==> config.mk <==
export PLATFORM = sky130hd
export DESIGN_NAME = stage_sequencer
export DESIGN_NICKNAME = d
export VERILOG_FILES = /design/src/rtl/stage_sequencer.sv
export SDC_FILE = /design/constraint.sdc
export NUM_CORES = 1
export LEC_CHECK = 0
export CAP_MARGIN = 20
export CORE_MARGIN = 4
export CORE_UTILIZATION = 40
export DETAILED_ROUTE_END_ITERATION = 10
export GPL_TIMING_DRIVEN = 0
export PLACE_DENSITY_LB_ADDON = 0.25
export SLEW_MARGIN = 15
export SYNTH_ARGS = -nofsm -noshare
export SYNTH_HDL_FRONTEND = slang
export SYNTH_SLANG_ARGS = --single-unit
==> constraint.sdc <==
create_clock -name clock -period 5.6 [get_ports clock]
set_clock_uncertainty 0.1 [all_clocks]
set_input_delay 1.68 -clock clock [delete_from_list [all_inputs] [get_ports clock]]
set_output_delay 1.68 -clock clock [all_outputs]
set_load 0.02 [all_outputs]
==> src/rtl/stage_sequencer.sv <==
// Multi-cycle stage controller: walks FETCH..WRITEBACK, stretches FETCH/DATA
// with bounded wait states, retires instructions and halts on request or timeout.
module stage_sequencer #(
    parameter int MAX_WAIT    = 15,
    parameter int COUNT_WIDTH = 32
) (
    input  logic                   clock,
    input  logic                   reset,
    input  logic                   fetch_ready,
    input  logic                   is_mem_op,
    input  logic                   data_ready,
    input  logic                   halt_request,
    output logic [4:0]             stage,
    output logic                   fetch_req,
    output logic                   data_req,
    output logic                   retire,
    output logic                   halted,
    output logic                   bus_error,
    output logic [COUNT_WIDTH-1:0] cycle_count,
    output logic [COUNT_WIDTH-1:0] instret_count
);

    typedef enum logic [2:0] {
        S_FETCH     = 3'd0,
        S_DECODE    = 3'd1,
        S_EXECUTE   = 3'd2,
        S_DATA      = 3'd3,
        S_WRITEBACK = 3'd4,
        S_HALTED    = 3'd5
    } state_t;

    // Last permitted stall value of the wait counter; reaching it without a
    // ready is the timeout cycle.
    localparam logic [7:0] WAIT_LIMIT = 8'(MAX_WAIT - 1);

    state_t                 state_reg, state_next;
    logic [4:0]             stage_reg;
    logic [7:0]             wait_reg, wait_next;
    logic                   timeout_next;
    logic                   halted_reg;
    logic                   bus_error_reg;
    logic [COUNT_WIDTH-1:0] cycle_count_reg;
    logic [COUNT_WIDTH-1:0] instret_count_reg;

    function automatic logic [4:0] stage_onehot(input state_t s);
        logic [4:0] v;
        v = 5'b00000;
        case (s)
            S_FETCH:     v = 5'b00001;
            S_DECODE:    v = 5'b00010;
            S_EXECUTE:   v = 5'b00100;
            S_DATA:      v = 5'b01000;
            S_WRITEBACK: v = 5'b10000;
            default:     v = 5'b00000;
        endcase
        return v;
    endfunction

    always_comb begin
        state_next   = state_reg;
        wait_next    = wait_reg;
        timeout_next = 1'b0;
        case (state_reg)
            S_FETCH: begin
                if (fetch_ready) begin
                    state_next = S_DECODE;
                end else if (wait_reg == WAIT_LIMIT) begin
                    state_next   = S_HALTED;
                    timeout_next = 1'b1;
                end else begin
                    wait_next = wait_reg + 8'd1;
                end
            end
            S_DECODE:  state_next = S_EXECUTE;
            S_EXECUTE: state_next = S_DATA;
            S_DATA: begin
                if (!is_mem_op || data_ready) begin
                    state_next = S_WRITEBACK;
                end else if (wait_reg == WAIT_LIMIT) begin
                    state_next   = S_HALTED;
                    timeout_next = 1'b1;
                end else begin
                    wait_next = wait_reg + 8'd1;
                end
            end
            S_WRITEBACK: state_next = halt_request ? S_HALTED : S_FETCH;
            S_HALTED:    state_next = S_HALTED;
            default:     state_next = S_FETCH;
        endcase
        // Every state entry starts a fresh wait window.
        if (state_next != state_reg) begin
            wait_next = 8'd0;
        end
    end

    always_ff @(posedge clock) begin
        if (reset) begin
            state_reg         <= S_FETCH;
            stage_reg         <= 5'b00001;
            wait_reg          <= 8'd0;
            halted_reg        <= 1'b0;
            bus_error_reg     <= 1'b0;
            cycle_count_reg   <= '0;
            instret_count_reg <= '0;
        end else begin
            state_reg     <= state_next;
            stage_reg     <= stage_onehot(state_next);
            wait_reg      <= wait_next;
            halted_reg    <= halted_reg | (state_next == S_HALTED);
            bus_error_reg <= bus_error_reg | timeout_next;
            // The cycle that moves into HALTED is still counted.
            if (state_reg != S_HALTED) begin
                cycle_count_reg <= cycle_count_reg + COUNT_WIDTH'(1);
            end
            if (state_reg == S_WRITEBACK) begin
                instret_count_reg <= instret_count_reg + COUNT_WIDTH'(1);
            end
        end
    end

    assign stage         = stage_reg;
    assign fetch_req     = (state_reg == S_FETCH);
    assign data_req      = (state_reg == S_DATA) && is_mem_op;
    assign retire        = (state_reg == S_WRITEBACK);
    assign halted        = halted_reg;
    assign bus_error     = bus_error_reg;
    assign cycle_count   = cycle_count_reg;
    assign instret_count = instret_count_reg;

endmodule

* Yosys cells after proc, flatten, opt, wreduce, memory -nomap -nowiden
Cells that the tools add are included.
** Word-level totals
- Register bits :: 82
- Bits in latches :: 0
- Memory bits (writable) :: 0
- ROM bits :: 0
- Input bits :: 6
- Output and inout bits :: 74
- Word-level logic and storage cells :: 49
- Memories :: 0
** Cells by class
- $add $sub $neg :: 3
- $mul :: 0
- Div/mod/pow operators :: 0
- Order comparisons :: 0
- Equal/unequal tests :: 15
- Shifts and indexed selects :: 0
- Mux-type cells :: 14
- Bitwise operators :: 2
- Reductions and logical operators :: 8
** Operators by type and width (count)
- 32-bit by 1-bit adder with 32-bit output (second input constant) :: 2
- 5-bit case mux with 5 select lines :: 1
- 8-bit two-way mux :: 3
- 3-bit case mux with 6 select lines :: 1
- 8-bit case mux with 2 select lines :: 1
- 3-bit by 2-bit == test with 1-bit output (second input constant) :: 4
- 3-bit == test (second input constant) :: 4
- 3-bit two-way mux :: 4
- 8-bit by 1-bit adder with 8-bit output (second input constant) :: 1
- 8-bit by 4-bit == test with 1-bit output (second input constant) :: 1
- 3-bit by 1-bit == test with 1-bit output (second input constant) :: 2
- 3-bit zero test :: 2
- 2-bit != test (second input constant) :: 2
- 1-bit two-way mux :: 3
- 3-bit != test :: 1
- 3-bit != test (second input constant) :: 1
- 3-bit AND reduction :: 1
- 1-bit bitwise OR :: 2
- 1-bit case mux with 2 select lines :: 1
- 2-bit nonzero test :: 1
- 2-bit OR reduction :: 1
- 1-bit logical AND :: 1
- 1-bit zero test :: 1
- 1-bit logical OR :: 1

* Depth between registers and ports, before layout
- Depth after elaboration :: 6
- Mapped depth :: 7

* Worst setup path before layout
No wires, ideal clock.
- Path kind :: input -> output
- From :: in is_mem_op
- To :: out data_req
- Arrival time :: 2.201 ns
- Required time :: 3.820 ns
- Path slack :: 1.619 ns
- Stages :: 1
- Path buffers :: 0
- Cells stage by stage :: nor3b_1
** On the way
- Word-level cells in the longest chain between the ends :: 1
** Ends and longest elaborated chain
- start: declaration :: line 10 : input logic is_mem_op,
- 1-bit logical AND :: line 123 : assign data_req = (state_reg == S_DATA) && is_mem_op;
- end: declaration :: line 15 : output logic data_req,
No other way between the ends.

* Worst setup path after layout
Same ends and word-level chain as after synthesis.

==> qor.yml <==
core-area_um2: 9420
drv_slew: 0
drive_gt1_share_pct: 5.77
final_nets: 560
fmaxAchievable_mhz: 209
p_seq_share_pct: 51.5
vias: 3830
cts_buffer_depth: 2
cp_top_family: "buffers and inverters"
cp.depth: 3
postLayoutCellArea_um2: 5120
synth_warnings: 0
period_share_pct: 85.3
synth_simple_gate_area_share_pct: 32.1
cts_root_buffer: "clkbuf_8"
stdcell_count: 684
slowest_stage: "clkdlybuf4s50_1"
syn_to_final_growth_pct: 29.7
powerDensity_nw_per_um2: 228
maxCapViolations: 0
synthMuxAreaShare_pct: 2.25
hold_class: "reg -> reg"
tns_ps: 0
p_leak_nw: 1.56
drcViolationCount: 0
routed_wl_um: 10200
startpoint_type: "input port"
holdBufCountCts: 0
syn_inst: 460
ys_types: 45
htree_levels: 3
cts_tree: "built"
critPathMaxFanout: 4
setup_viol: 0
crit_path_cell_trace: "clkdlybuf4s50_1 -> nor3b_1 -> clkdlybuf4s50_1"
async_flop_share_pct: 0
hold_violations: 0
synth_adder_area_share_pct: 1.27
critPathMaxStageDelay_ps: 630
ant_nets: 0
drt-vias-per-instance: 5.60
antenna_found_initial: 0
clkTransAtPathRegs_ps: 80
swShare_pct: 23.2
grt_max_degree: 14
place_area_um2: 4900
worst_slack_ps: 824
grt_pass1_vias: 3788
synth-seq-cells: 82
die_height_um: 107
insertion_delay_ps: 340
avgSynthCellArea_um2: 8.58
synth_xor_area_share_pct: 4.66
rrSetupSlack_ps: 3120
pwr-share-comb_pct: 7.9
clkSinkCount: 82
cts_buffers: 9
post_cts_buffers: 0
grt_util_all_layers_pct: 18.4
arrival_ps: 3000
syn_nets: 470
synth_edf_count: 0
ir_drop_mv: 0.117
start_util_pct: 41.9
overflow: 0
power_w: 0.00116
grt_pass1_wl_um: 17700
p_int_w: 0.000894
synth_top_family_by_area: "simple AND/OR/NAND/NOR gates"
hpwl_um: 7290
ios: 80
drt_iter0_markers: 160
cp-endpoint: "data_req"
path_buf_inv: 2
worst_pin_slew_ps: 641
cp.required_ps: 3820
rsz0062_at_grt: "false"
gp_congestion: 0.800
status: "complete, no violations"
startpoint: "is_mem_op"
drt-wirelength-per-cell_um: 14.9
row_count: 35
n_fill_cell: 886
rr_endpoint: "instret_count[29]"
die_area_um2: 11500
n_antenna_cell: 0
fin_crit_ps: 4780
worstSetupPathType: "in -> out"
place_inst: 668
numPortBuffers: 79
critPathCaptureType: "output pin"
synth_ff_type: "dfxtp_1"
synth_compound_area_share_pct: 13.6
dp_slack_ps: 827
cp_common_cell: "clkdlybuf4s50_1"
syn_area_um2: 3950
r2r_cells: 6
max_slew_margin_pct: 57.0
yosysSeqAreaShare_pct: 41.6
switchingPower_w: 0.000271
die_w_um: 107
cts_resized: 0
p_clk_share_pct: 40.5
r2r-start: "state_reg[0]"
firstDrtPassIters: 4
==> metrics by stage <==
stage                     utilization [%]  hold WS, ps
final                                54.4          350
after global routing                 54.4          371
after CTS                            54.4          355
after detailed placement             52.0          342
after global placement               52.0          342
after floorplan                         -          370
==> how the worst min path moves through the flow <==
stage	cells after the start	startpoint	to
after floorplan	2	wait_reg[0]	wait_reg[0]
after global placement	2	halted	halted
after detailed placement	2	halted	halted
after CTS	2	halted	halted
after global routing	2	halted	halted
final	2	halted	halted
==> kinds of logic (layout without fill, tap and decap cells) <==
family / count (synthesis) / in the layout
AOI/OAI and AO/OA: 88 / 88
xor gates and xnor gates: 21 / 21
buffers and inverters: 40 / 135
adders and majority gates: 4 / 4
and+or+nand+nor: 217 / 217
muxes: 8 / 8
DFF: 82 / 82
==> tightest hold or removal path, cell delays in order (launching register included) <==
cell and delay [ps]:
dfxtp_1 310, inv_1 50, a21oi_1 50
==> per-layer routing <==
| metal | wire (um) | track usage (%) |
|---|---|---|
| met2 | 4810 | 30.4 |
| met3 | 431 | 3.30 |
| met5 | 0 | 0 |
| met4 | 126 | 6.67 |
| met1 | 4820 | 24.1 |
==> synth_stat cells, types with 3 or more instances <==
| cell | instances | share of area [%] |
|---|---|---|
| nor2b_1 | 8 | 1.3 |
| nand3_1 | 26 | 3.3 |
| nor3b_1 | 5 | 0.95 |
| buf_2 | 3 | 0.38 |
| inv_1 | 9 | 0.86 |
| or4_1 | 26 | 4.9 |
| xnor2_1 | 13 | 2.9 |
| nand4_1 | 16 | 2.5 |
| xor2_1 | 8 | 1.8 |
| mux2_2 | 7 | 2.0 |
| o21ai_0 | 11 | 1.4 |
| dfxtp_1 | 82 | 42 |
| buf_6 | 3 | 0.86 |
| ha_1 | 4 | 1.3 |
| o31ai_1 | 23 | 4.4 |
| nor4_1 | 11 | 1.7 |
| nor4b_1 | 3 | 0.67 |
| or3_1 | 14 | 2.2 |
| a31oi_1 | 6 | 0.95 |
| and4_1 | 11 | 2.4 |
| nand4b_1 | 6 | 1.3 |
| clkbuf_1 | 23 | 2.2 |
| nor3_1 | 5 | 0.63 |
| a21oi_1 | 39 | 4.9 |
| nor2_1 | 43 | 4.1 |
| o32ai_1 | 3 | 0.67 |
| nand2_1 | 30 | 2.9 |
==> final cells by class <==
| type | count | area, um2 | share of cell area (%) |
|---|---|---|---|
| buffer | 31 | 144 | 2.81 |
| clock buffer | 12 | 145 | 2.84 |
| clock inverter | 4 | 75.1 | 1.47 |
| inverter | 9 | 33.8 | 0.660 |
| multi-input combinational | 338 | 2130 | 41.5 |
| sequential | 82 | 1640 | 32.1 |
| tap | 129 | 161 | 3.15 |
| timing repair buffer | 79 | 791 | 15.5 |
==> power groups by stage <==
stage / registers [W] / logic, W / clock network, W
floorplan: 0.000621 / 0.0000494 / 0
global placement: 0.000614 / 0.0000903 / 0
detailed placement: 0.000614 / 0.0000924 / 0
CTS: 0.000600 / 0.0000929 / 0.000484
global route: 0.000602 / 0.000101 / 0.000512
finish: 0.000600 / 0.0000926 / 0.000472
==> layout by cell type (no fill, tap or decap), drive strengths merged, types with 4 or more instances in the layout <==
master,netlist,layout
clkdlybuf4s50,0,79
dfxtp,82,82
nand4,17,17
o31ai,23,23
or3,14,14
nor2b,8,8
xor2,8,8
nor2,43,43
nand2,30,30
o21ai,11,11
nor3,5,5
a31oi,6,6
inv,9,9
a21oi,39,39
buf,7,7
nand4b,6,6
and4,11,11
nor3b,6,6
nand3,26,26
nor4,11,11
clkbuf,24,36
or4,26,26
mux2,7,7
xnor2,13,13
ha,4,4
(Power assumes the default switching activity.)
